--- config.mk ---
export PLATFORM = sky130hd
export DESIGN_NAME = div_seq32_flat
export DESIGN_NICKNAME = d
export VERILOG_FILES = /design/src/rtl/div_seq32_pkg.sv /design/src/rtl/div_seq32_if.sv /design/src/rtl/div_seq32_bla_subtractor32.sv /design/src/rtl/div_seq32.sv /design/src/flat_wrapper.sv
export SDC_FILE = /design/constraint.sdc
export NUM_CORES = 1
export LEC_CHECK = 0
export BUFFER_PORTS_ARGS = -buffer_cell sky130_fd_sc_hd__buf_2
export CAP_MARGIN = 20
export CORE_UTILIZATION = 35
export CTS_CLUSTER_DIAMETER = 150
export DETAILED_ROUTE_END_ITERATION = 10
export REMOVE_ABC_BUFFERS = 1
export SLEW_MARGIN = 20
export SYNTH_ARGS = -nofsm -noshare
export SYNTH_HDL_FRONTEND = slang
export SYNTH_HIERARCHICAL = 1
export SYNTH_SLANG_ARGS = --single-unit
--- constraint.sdc ---
create_clock -name clk -period 5.85 [get_ports clk]
set_clock_uncertainty 0.1 [all_clocks]
set_input_delay 0.585 -clock clk [delete_from_list [all_inputs] [get_ports clk]]
set_output_delay 0.585 -clock clk [all_outputs]
set_load 0.03 [all_outputs]
--- src/rtl/div_seq32_pkg.sv ---
// Shared definitions for the sequential 32-bit unsigned divider.
package div_pkg;

  localparam int WIDTH      = 32;
  localparam int ITER_COUNT = 32;
  localparam int CNT_W      = 6;

  typedef enum logic [1:0] {
    IDLE = 2'd0,
    CALC = 2'd1,
    DONE = 2'd2
  } state_t;

  // True on the count value of the final restoring-division step.
  function automatic logic last_iter(input logic [CNT_W-1:0] cnt);
    return cnt == CNT_W'(ITER_COUNT - 1);
  endfunction

endpackage

--- src/rtl/div_seq32_if.sv ---
// Request/result bundle of the divider: operands in, status and results out.
interface div_seq32_if;
  import div_pkg::*;

  logic             start;
  logic [WIDTH-1:0] dividend;
  logic [WIDTH-1:0] divisor;
  logic             busy;
  logic             done;
  logic [WIDTH-1:0] quotient;
  logic [WIDTH-1:0] remainder;
  logic             div_by_zero;

  modport master (
    output start, dividend, divisor,
    input  busy, done, quotient, remainder, div_by_zero
  );

  modport slave (
    input  start, dividend, divisor,
    output busy, done, quotient, remainder, div_by_zero
  );

endinterface

--- src/rtl/div_seq32_bla_subtractor32.sv ---
// 32-bit borrow-look-ahead subtractor: diff = a - b, bout = 1 when a < b.
// Borrows are resolved per 4-bit group with group generate/propagate terms,
// and the group borrows ripple between groups.
module bla_subtractor32 (
  output logic        bout,
  output logic [31:0] diff,
  input  logic [31:0] a,
  input  logic [31:0] b
);

  logic [31:0] gen;
  logic [31:0] prop;
  logic        grp_g;
  logic        grp_p;
  logic        cin;

  // A bit generates a borrow when a=0,b=1 and passes one through when a==b.
  always_comb begin
    gen   = ~a & b;
    prop  = ~(a ^ b);
    diff  = '0;
    grp_g = 1'b0;
    grp_p = 1'b1;
    cin   = 1'b0;
    for (int k = 0; k < 8; k++) begin
      grp_g = 1'b0;
      grp_p = 1'b1;
      for (int j = 0; j < 4; j++) begin
        diff[4*k+j] = a[4*k+j] ^ b[4*k+j] ^ (grp_g | (grp_p & cin));
        grp_g = gen[4*k+j] | (prop[4*k+j] & grp_g);
        grp_p = prop[4*k+j] & grp_p;
      end
      cin = grp_g | (grp_p & cin);
    end
    bout = cin;
  end

endmodule

--- src/rtl/div_seq32.sv ---
// Sequential restoring divider, one quotient bit per clock.
//
//   state | meaning
//   IDLE  | waiting for start; operands captured on the accepting edge
//   CALC  | 32 shift/subtract steps, busy high
//   DONE  | one-cycle done pulse with registered results
module div_seq32
  import div_pkg::*;
(
  input  logic       clk,
  input  logic       rst,
  div_seq32_if.slave bus
);

  state_t           state;
  logic [CNT_W-1:0] count;
  logic [WIDTH-1:0] d_reg;
  logic [WIDTH-1:0] q_reg;
  logic [WIDTH-1:0] r_reg;

  logic [WIDTH-1:0] trial_a;
  logic [WIDTH-1:0] trial_diff;
  logic             trial_bout;
  logic             accept;
  logic [WIDTH-1:0] r_next;
  logic [WIDTH-1:0] q_next;

  bla_subtractor32 u_sub (
    .bout (trial_bout),
    .diff (trial_diff),
    .a    (trial_a),
    .b    (d_reg)
  );

  // One restoring step. A set R[31] means the 33-bit shifted partial
  // remainder already exceeds any 32-bit divisor, so the subtraction is
  // taken even though the 32-bit subtractor reports a borrow.
  always_comb begin
    trial_a = {r_reg[WIDTH-2:0], q_reg[WIDTH-1]};
    accept  = ~trial_bout | r_reg[WIDTH-1];
    r_next  = accept ? trial_diff : trial_a;
    q_next  = {q_reg[WIDTH-2:0], accept};
  end

  // Control FSM with registered status and result outputs.
  always_ff @(posedge clk) begin
    if (rst) begin
      state           <= IDLE;
      count           <= '0;
      d_reg           <= '0;
      q_reg           <= '0;
      r_reg           <= '0;
      bus.busy        <= 1'b0;
      bus.done        <= 1'b0;
      bus.div_by_zero <= 1'b0;
      bus.quotient    <= '0;
      bus.remainder   <= '0;
    end else begin
      case (state)
        IDLE: begin
          bus.done <= 1'b0;
          if (bus.start) begin
            d_reg <= bus.divisor;
            q_reg <= bus.dividend;
            r_reg <= '0;
            count <= '0;
            if (bus.divisor == '0) begin
              state           <= DONE;
              bus.done        <= 1'b1;
              bus.div_by_zero <= 1'b1;
              bus.quotient    <= '1;
              bus.remainder   <= bus.dividend;
            end else begin
              state    <= CALC;
              bus.busy <= 1'b1;
            end
          end
        end
        CALC: begin
          r_reg <= r_next;
          q_reg <= q_next;
          count <= count + CNT_W'(1);
          if (last_iter(count)) begin
            state           <= DONE;
            bus.busy        <= 1'b0;
            bus.done        <= 1'b1;
            bus.div_by_zero <= 1'b0;
            bus.quotient    <= q_next;
            bus.remainder   <= r_next;
          end
        end
        DONE: begin
          state    <= IDLE;
          bus.done <= 1'b0;
        end
        default: begin
          state    <= IDLE;
          bus.busy <= 1'b0;
          bus.done <= 1'b0;
        end
      endcase
    end
  end

endmodule

--- src/flat_wrapper.sv ---
// flat-port wrapper written by rule: the top's interface ports become plain ports
module div_seq32_flat import div_pkg::*;
  (clk, rst, bus_start, bus_dividend, bus_divisor, bus_busy, bus_done, bus_quotient, bus_remainder, bus_div_by_zero);
  div_seq32_if bus_i ();
  input  logic clk;
  input  logic rst;
  input wire logic [$bits(bus_i.start)-1:0] bus_start;
  input wire logic [$bits(bus_i.dividend)-1:0] bus_dividend;
  input wire logic [$bits(bus_i.divisor)-1:0] bus_divisor;
  output wire logic [$bits(bus_i.busy)-1:0] bus_busy;
  output wire logic [$bits(bus_i.done)-1:0] bus_done;
  output wire logic [$bits(bus_i.quotient)-1:0] bus_quotient;
  output wire logic [$bits(bus_i.remainder)-1:0] bus_remainder;
  output wire logic [$bits(bus_i.div_by_zero)-1:0] bus_div_by_zero;
  assign bus_i.start = bus_start;
  assign bus_i.dividend = bus_dividend;
  assign bus_i.divisor = bus_divisor;
  assign bus_busy = bus_i.busy;
  assign bus_done = bus_i.done;
  assign bus_quotient = bus_i.quotient;
  assign bus_remainder = bus_i.remainder;
  assign bus_div_by_zero = bus_i.div_by_zero;
  div_seq32 u_core (.clk(clk), .rst(rst), .bus(bus_i));
endmodule
==> results of run 1 <==
logic make-up after synthesis:
kind of cell / synth area share, %
flops: 38.5
mux: 11.8
xor+xnor: 1.58
compound gates: 14.4
simple gates: 21.5
fa+ha+maj: 6.47
buf+inv: 5.82
worst reg2reg max path, cell delays in order, from the launching register on:
cell	delay, ps
dfxtp_1	360
inv_1	50
ha_1	180
inv_1	60
fa_1	150
inv_1	50
fa_1	380
fa_1	420
a21oi_1	240
nand4b_4	210
a2111oi_4	110
o2111ai_2	300
a31oi_2	150
a311o_1	410
nand2b_2	670
mux2_2	420
nand2_1	110
a21oi_1	90
mux2_1	300
power groups by stage:
stage                     logic (µW)  clock network (µW)  registers [µW]
after floorplan                  784                   0            1300
after global placement           999                   0            1310
after detailed placement        1010                   0            1310
after CTS                       1020                1180            1290
after global routing            1130                1220            1300
final                           1010                1140            1290
layout make-up:
type,count,area [µm²]
Timing Repair Buffer,140,737
Tap cell,324,405
Fill cell,2525,14200
Inverter,58,218
Clock buffer,20,447
Multi-Input combinational cell,759,5000
Sequential cell,171,3420
Clock inverter,12,136
worst min path at each step:
stage | endpoint | cells after the start | slack [ps]
5_1_grt | u_core/d_reg[19]$_SDFFE_PP0P_ | 3 | 290
3_5_place_dp | u_core/bus.quotient[23]$_SDFFE_PP0P_ | 2 | 350
2_1_floorplan | u_core/d_reg[1]$_SDFFE_PP0P_ | 2 | 330
6_report | u_core/d_reg[22]$_SDFFE_PP0P_ | 3 | 300
3_3_place_gp | u_core/bus.quotient[23]$_SDFFE_PP0P_ | 2 | 340
4_1_cts | u_core/d_reg[22]$_SDFFE_PP0P_ | 3 | 280
stage by stage:
stage / hold WS [ps] / utilization [%] / TNS (ps)
5_1_grt: 293 / 42.1 / 0
3_3_place_gp: 340 / 39.8 / 0
6_report: 296 / 42.1 / 0
4_1_cts: 277 / 42.1 / 0
3_5_place_dp: 345 / 39.8 / 0
2_1_floorplan: 330 / - / -153360
cell usage in the layout (no fill, tap or decap), drive strengths merged, types with 3 or more instances in the layout:
cell	synthesis	final
nand4	4	4
clkinv	0	3
dfxtp	171	171
nand3	38	38
clkinvlp	0	3
inv	58	62
nand2	162	162
mux2	64	64
o21ai	15	15
ha	30	30
mux2i	27	27
a21o	5	5
buf	19	140
a21oi	117	117
fa	10	10
a31oi	6	6
nor3	51	51
a211oi	8	8
a311oi	10	10
nor2b	35	35
o21bai	26	26
clkbuf	52	20
nor2	66	66
nor4	9	9
xnor2	8	8
nand2b	30	30
xor2	8	8
or3	3	3
layer usage:
layer	wire length (µm)	track usage [%]	vias up
met2	10500	28.4	157
met1	10900	24.0	3535
met3	1000	3.18	16
met5	0	0	-
met4	196	4.33	0
li1	-	-	3788
==> flow_summary.json, run 1 <==
{
  "status": "completed",
  "period_needed_ps": 4870,
  "power_frac_seq_pct": 37.5,
  "cp_cell_sequence": "inv_1 -> ha_1 -> inv_1 -> fa_1 -> inv_1 -> fa_1 -> fa_1 -> a21oi_1 -> nand4b_4 -> a2111oi_4 -> o2111ai_2 -> a31oi_2 -> a311o_1 -> nand2b_2 -> mux2_2 -> nand2_1 -> a21oi_1 -> mux2_1",
  "wire_per_inst_um": 15.2,
  "ant_nets": 0,
  "cp_num_cells": 18,
  "gp_congestion": 0.818,
  "crit_path_end_kind": "flop",
  "ys_ff_latch": 171,
  "fp.dieH_um": 161,
  "io_pins": 134,
  "grt_overflow": 0,
  "grt_usage_pct": 17.5,
  "clockBufferDepth": 2,
  "pwr-share-comb_pct": 29.4,
  "ys.flop_type": "dfxtp_1",
  "synth-edff-count": 0,
  "seq_area_frac_synth_pct": 38.5,
  "total_power_uw": 3440,
  "cts_hold_buf": 0,
  "start_util_pct": 36.2,
  "htreeDepth": 4,
  "ys_top_cells_by_count": "dfxtp_1 (171), nand2_1 (161), a21oi_1 (113), nor2_1 (66), inv_1 (58)",
  "cts_buffers": 17,
  "synth_cells": 1059,
  "worst_path_max_delay_cell": "nand2b_2",
  "areaGrowthSynthToFinish_pct": 16.5,
  "setup_slack_ps": 985,
  "cts_tree": "built",
  "rr_startpoint": "u_core/q_reg[31]$_SDFFE_PP0P_",
  "clock_latency_ps": 440,
  "cpLargestDelayFamily": "compound AO/OA/AOI/OAI gates",
  "yosys_warnings": 6,
  "p_leak_uw": 0.00455,
  "via_per_inst": 5.05,
  "grt_pass1_wl_mm": 36.9,
  "r2r_slack_ps": 980,
  "pre_cts_ws_ps": 977,
  "power.share.clock_pct": 33.1,
  "drcViolationCount": 0,
  "arrival_ps": 5090,
  "rows": 57,
  "fin_nets": 1254,
  "endpoint": "u_core/bus.remainder[3]$_SDFFE_PP0P_",
  "synthesis.area_um2": 8900,
  "fin_area_um2": 10400,
  "fin_crit_sh_pct": 83.2,
  "netlist.area_leader.share_pct": 38.5,
  "fmax_mhz": 206,
  "hold_path.startpoint": "bus_divisor[22]",
  "first_pass_iters": 5,
  "swShare_pct": 31.9,
  "ys_types": 59,
  "stdcell_count": 1484,
  "crit_start": "u_core/q_reg[31]$_SDFFE_PP0P_",
  "hold_viol_final": 0,
  "hold_path.class": "input pin to flop",
  "max_slew_margin_pct": 29.2,
  "worst_pin_slew_ps": 1060,
  "place_inst": 1452,
  "cap_violations": 0,
  "cts_setup_buffers": 0,
  "clk_pin_slew_worst_paths_ps": 70,
  "worstPathRequired_ps": 6070,
  "critPathBufInv": 3,
  "die_w_um": 161,
  "cp_max_fo": 35,
  "cts-root-buf": "clkbuf_16",
  "rr_worst_depth": 18,
  "synth_top_cell_by_area": "dfxtp_1",
  "max_stage_delay_ps": 670,
  "syn_avg_cell_area_um2": 8.40,
  "port_buffers": 133,
  "rsz0062_at_grt": "false",
  "hpwl_mm": 14.5,
  "ir_drop_uv": 148,
  "worst_setup_path_start_kind": "flop",
  "power_density_nw_per_um2": 332,
  "ctsResizeCount": 0,
  "design.die.area_um2": 26100,
  "grt_pass1_vias": 7163,
  "placedInstanceArea_um2": 9780,
  "r2r-end": "u_core/bus.remainder[3]$_SDFFE_PP0P_",
  "vias": 7496,
  "diodes": 0,
  "critPathKind": "flop to flop",
  "async_flop_share_pct": 0,
  "totalWireLength_mm": 22.5,
  "cts_num_sinks": 171,
  "drive_gt1_share_pct": 20.5,
  "coreArea_um2": 24600,
  "setup_viol": 0,
  "synth_most_common_cell": "dfxtp_1",
  "drtIter0Drc": 504,
  "intPower_uw": 2340,
  "yosys-top-cells-area": "dfxtp_1 (38%), nand2_1 (6.8%), a21oi_1 (6.4%), ha_1 (4.2%), mux2_2 (4.2%)",
  "antenna_found_initial": 0,
  "slew_violations": 0,
  "power.switching_uw": 1100,
  "grt_max_degree": 116
}
Power figures use the tool's default switching activity.
==> inputs of run 2 (changes only) <==
- clock period: 5.85 -> 5 ns (I/O delays scaled with it)
==> run 2 against run 1 <==
Effect of this change: hold slack got worse by 77 ps; cell area about the same; first-iteration DRC count shrank 12%; core utilization about the same; global-route usage increased by 0.065 points; non-clock buffer count increased by 2; flip-flop and latch count unchanged; sequential power grew 17%; critical path depth rose by 1; routed wire length is 1.3% lower; via count down 0.29%; largest cell class unchanged; highest routed layer unchanged.
==> flow_summary.json, run 2 (synthesis results as in run 1) <==
{
  "status": "completed",
  "grt_overflow": 0,
  "pre_cts_ws_ps": 531,
  "hold_path_depth": 3,
  "mostFrequentLayoutCells": "dfxtp_1 (171), nand2_1 (161), buf_2 (132)",
  "whs_ps": 219,
  "drive_gt1_share_pct": 20.8,
  "grt_pass1_wl_mm": 36.8,
  "rr_startpoint": "u_core/q_reg[31]$_SDFFE_PP0P_",
  "setup_slack_ps": 556,
  "port_buffers": 133,
  "cts_num_sinks": 171,
  "gp_congestion": 0.769,
  "cp_cell_sequence": "inv_1 -> ha_1 -> inv_1 -> fa_1 -> inv_1 -> fa_1 -> fa_1 -> a21oi_1 -> nand4b_4 -> a2111oi_4 -> o2111ai_2 -> a31oi_2 -> a311o_1 -> nand2b_2 -> buf_4 -> mux2_2 -> nand2_1 -> a21oi_1 -> mux2_1",
  "drtIter0Drc": 444,
  "antenna_found_initial": 0,
  "vias": 7474,
  "ant_nets": 0,
  "hold_path.startpoint": "bus_divisor[22]",
  "fin_nets": 1256,
  "grt_usage_pct": 17.6,
  "start_util_pct": 36.2,
  "cts_buffers": 17,
  "ctsResizeCount": 0,
  "fillCellCount": 2536,
  "hold_path.class": "input pin to flop",
  "cp_max_fo": 20,
  "htreeDepth": 4,
  "worst_setup_path_start_kind": "flop",
  "critPathKind": "flop to flop",
  "hold_end": "u_core/d_reg[22]$_SDFFE_PP0P_",
  "setup_viol": 0,
  "fp.dieH_um": 161,
  "fin_setup_tns_ps": 0,
  "cts_tree": "built",
  "multi_input_area_um2": 5000,
  "seq_area_um2": 3420,
  "rr_worst_depth": 19,
  "fmax_mhz": 225,
  "clock_latency_ps": 440,
  "totalWireLength_mm": 22.2,
  "p_leak_uw": 0.00455,
  "worst_pin_slew_ps": 832,
  "slew_violations": 0,
  "cts-root-buf": "clkbuf_16",
  "clk_pin_slew_worst_paths_ps": 70,
  "r2r-end": "u_core/bus.remainder[2]$_SDFFE_PP0P_",
  "max_slew_margin_pct": 44.5,
  "design.die.area_um2": 26100,
  "via_per_inst": 5.03,
  "period_needed_ps": 4440,
  "die_w_um": 161,
  "grt_pass1_vias": 7274,
  "arrival_ps": 4660,
  "areaGrowthSynthToFinish_pct": 16.5,
  "coreArea_um2": 24600,
  "cts_setup_buffers": 0,
  "worstPathRequired_ps": 5220,
  "ir_drop_uv": 210,
  "cts_hold_buf": 0,
  "diodes": 0,
  "rsz0062_at_grt": "false",
  "cap_violations": 0,
  "io_pins": 134,
  "hold_viol_final": 0,
  "clockBufferDepth": 2,
  "r2r_slack_ps": 560,
  "power_density_nw_per_um2": 385,
  "hpwl_mm": 14.4,
  "rows": 57,
  "crit_path_end_kind": "flop",
  "worst_path_max_delay_cell": "fa_1",
  "max_stage_delay_ps": 410,
  "grt_max_degree": 113,
  "first_pass_iters": 5,
  "mostFrequentLayoutCell": "dfxtp_1",
  "fin_crit_sh_pct": 88.9,
  "wire_per_inst_um": 15.0,
  "drcViolationCount": 0
}
==> run 2: cell count changes in the layout (fill, tap and decap cells not counted), sizes merged <==
| cell | before | now |
|---|---|---|
| bufinv | 2 | 1 |
| clkinvlp | 3 | 4 |
| inv | 62 | 59 |
| buf | 140 | 142 |
| clkbuf | 20 | 18 |
| clkinv | 3 | 8 |
==> run 2: cell type report <==
class | count | share of cell area [%]
Multi-Input combinational cell | 759 | 48.2
Sequential cell | 171 | 33.0
Timing Repair Buffer | 142 | 7.29
Clock buffer | 18 | 4.24
Tap cell | 324 | 3.91
Inverter | 58 | 2.10
Clock inverter | 14 | 1.19
==> run 2: worst max path at each step <==
stage,startpoint,to,slack [ps],cells after the start
after CTS,u_core/q_reg[31]$_SDFFE_PP0P_,u_core/bus.remainder[2]$_SDFFE_PP0P_,520,19
final,u_core/q_reg[31]$_SDFFE_PP0P_,u_core/bus.remainder[2]$_SDFFE_PP0P_,560,19
after global routing,u_core/q_reg[31]$_SDFFE_PP0P_,u_core/bus.remainder[11]$_SDFFE_PP0P_,280,19
after detailed placement,u_core/q_reg[31]$_SDFFE_PP0P_,u_core/bus.remainder[2]$_SDFFE_PP0P_,530,19
after global placement,u_core/q_reg[31]$_SDFFE_PP0P_,u_core/bus.remainder[0]$_SDFFE_PP0P_,610,19
after floorplan,u_core/state[0]$_SDFFE_PP0P_,u_core/bus.remainder[10]$_SDFFE_PP0P_,-3320,4
==> run 2: per-stage QoR <==
stage                     std cells  util (%)  power, µW  instance area, µm²
after CTS                      1486      42.1       4050               10400
after global routing           1486      42.1       4250               10400
after floorplan                 988         -       2440                8600
final                          1486      42.1       3990               10400
after global placement         1454      39.8       2730                9800
after detailed placement       1454      39.8       2730                9800
==> run 2: worst max-delay path: cells and delay by family (launching register included) <==
kind / cells / cell delay [ps]
AOI/OAI and AO/OA: 6 / 1260
adders and majority gates: 4 / 1120
buffers and inverters: 4 / 440
DFF: 1 / 340
muxes: 2 / 680
and+or+nand+nor: 3 / 380
==> run 2: per-layer routing <==
layer	part of all wire, %	GRT usage, %	up-vias
li1	-	-	3788
met1	50	24.2	3511
met3	4.3	3.49	11
met4	0.66	4.12	0
met5	0	0	-
met2	45	28.3	164
==> run 2: report_power, final <==
part	internal, µW	switching, µW	leakage, µW	total (µW)
Clock	699	588	0.000268	1290
Sequential	1450	60.1	0.00139	1510
Combinational	549	650	0.00289	1200
Total	2700	1300	0.00455	3990
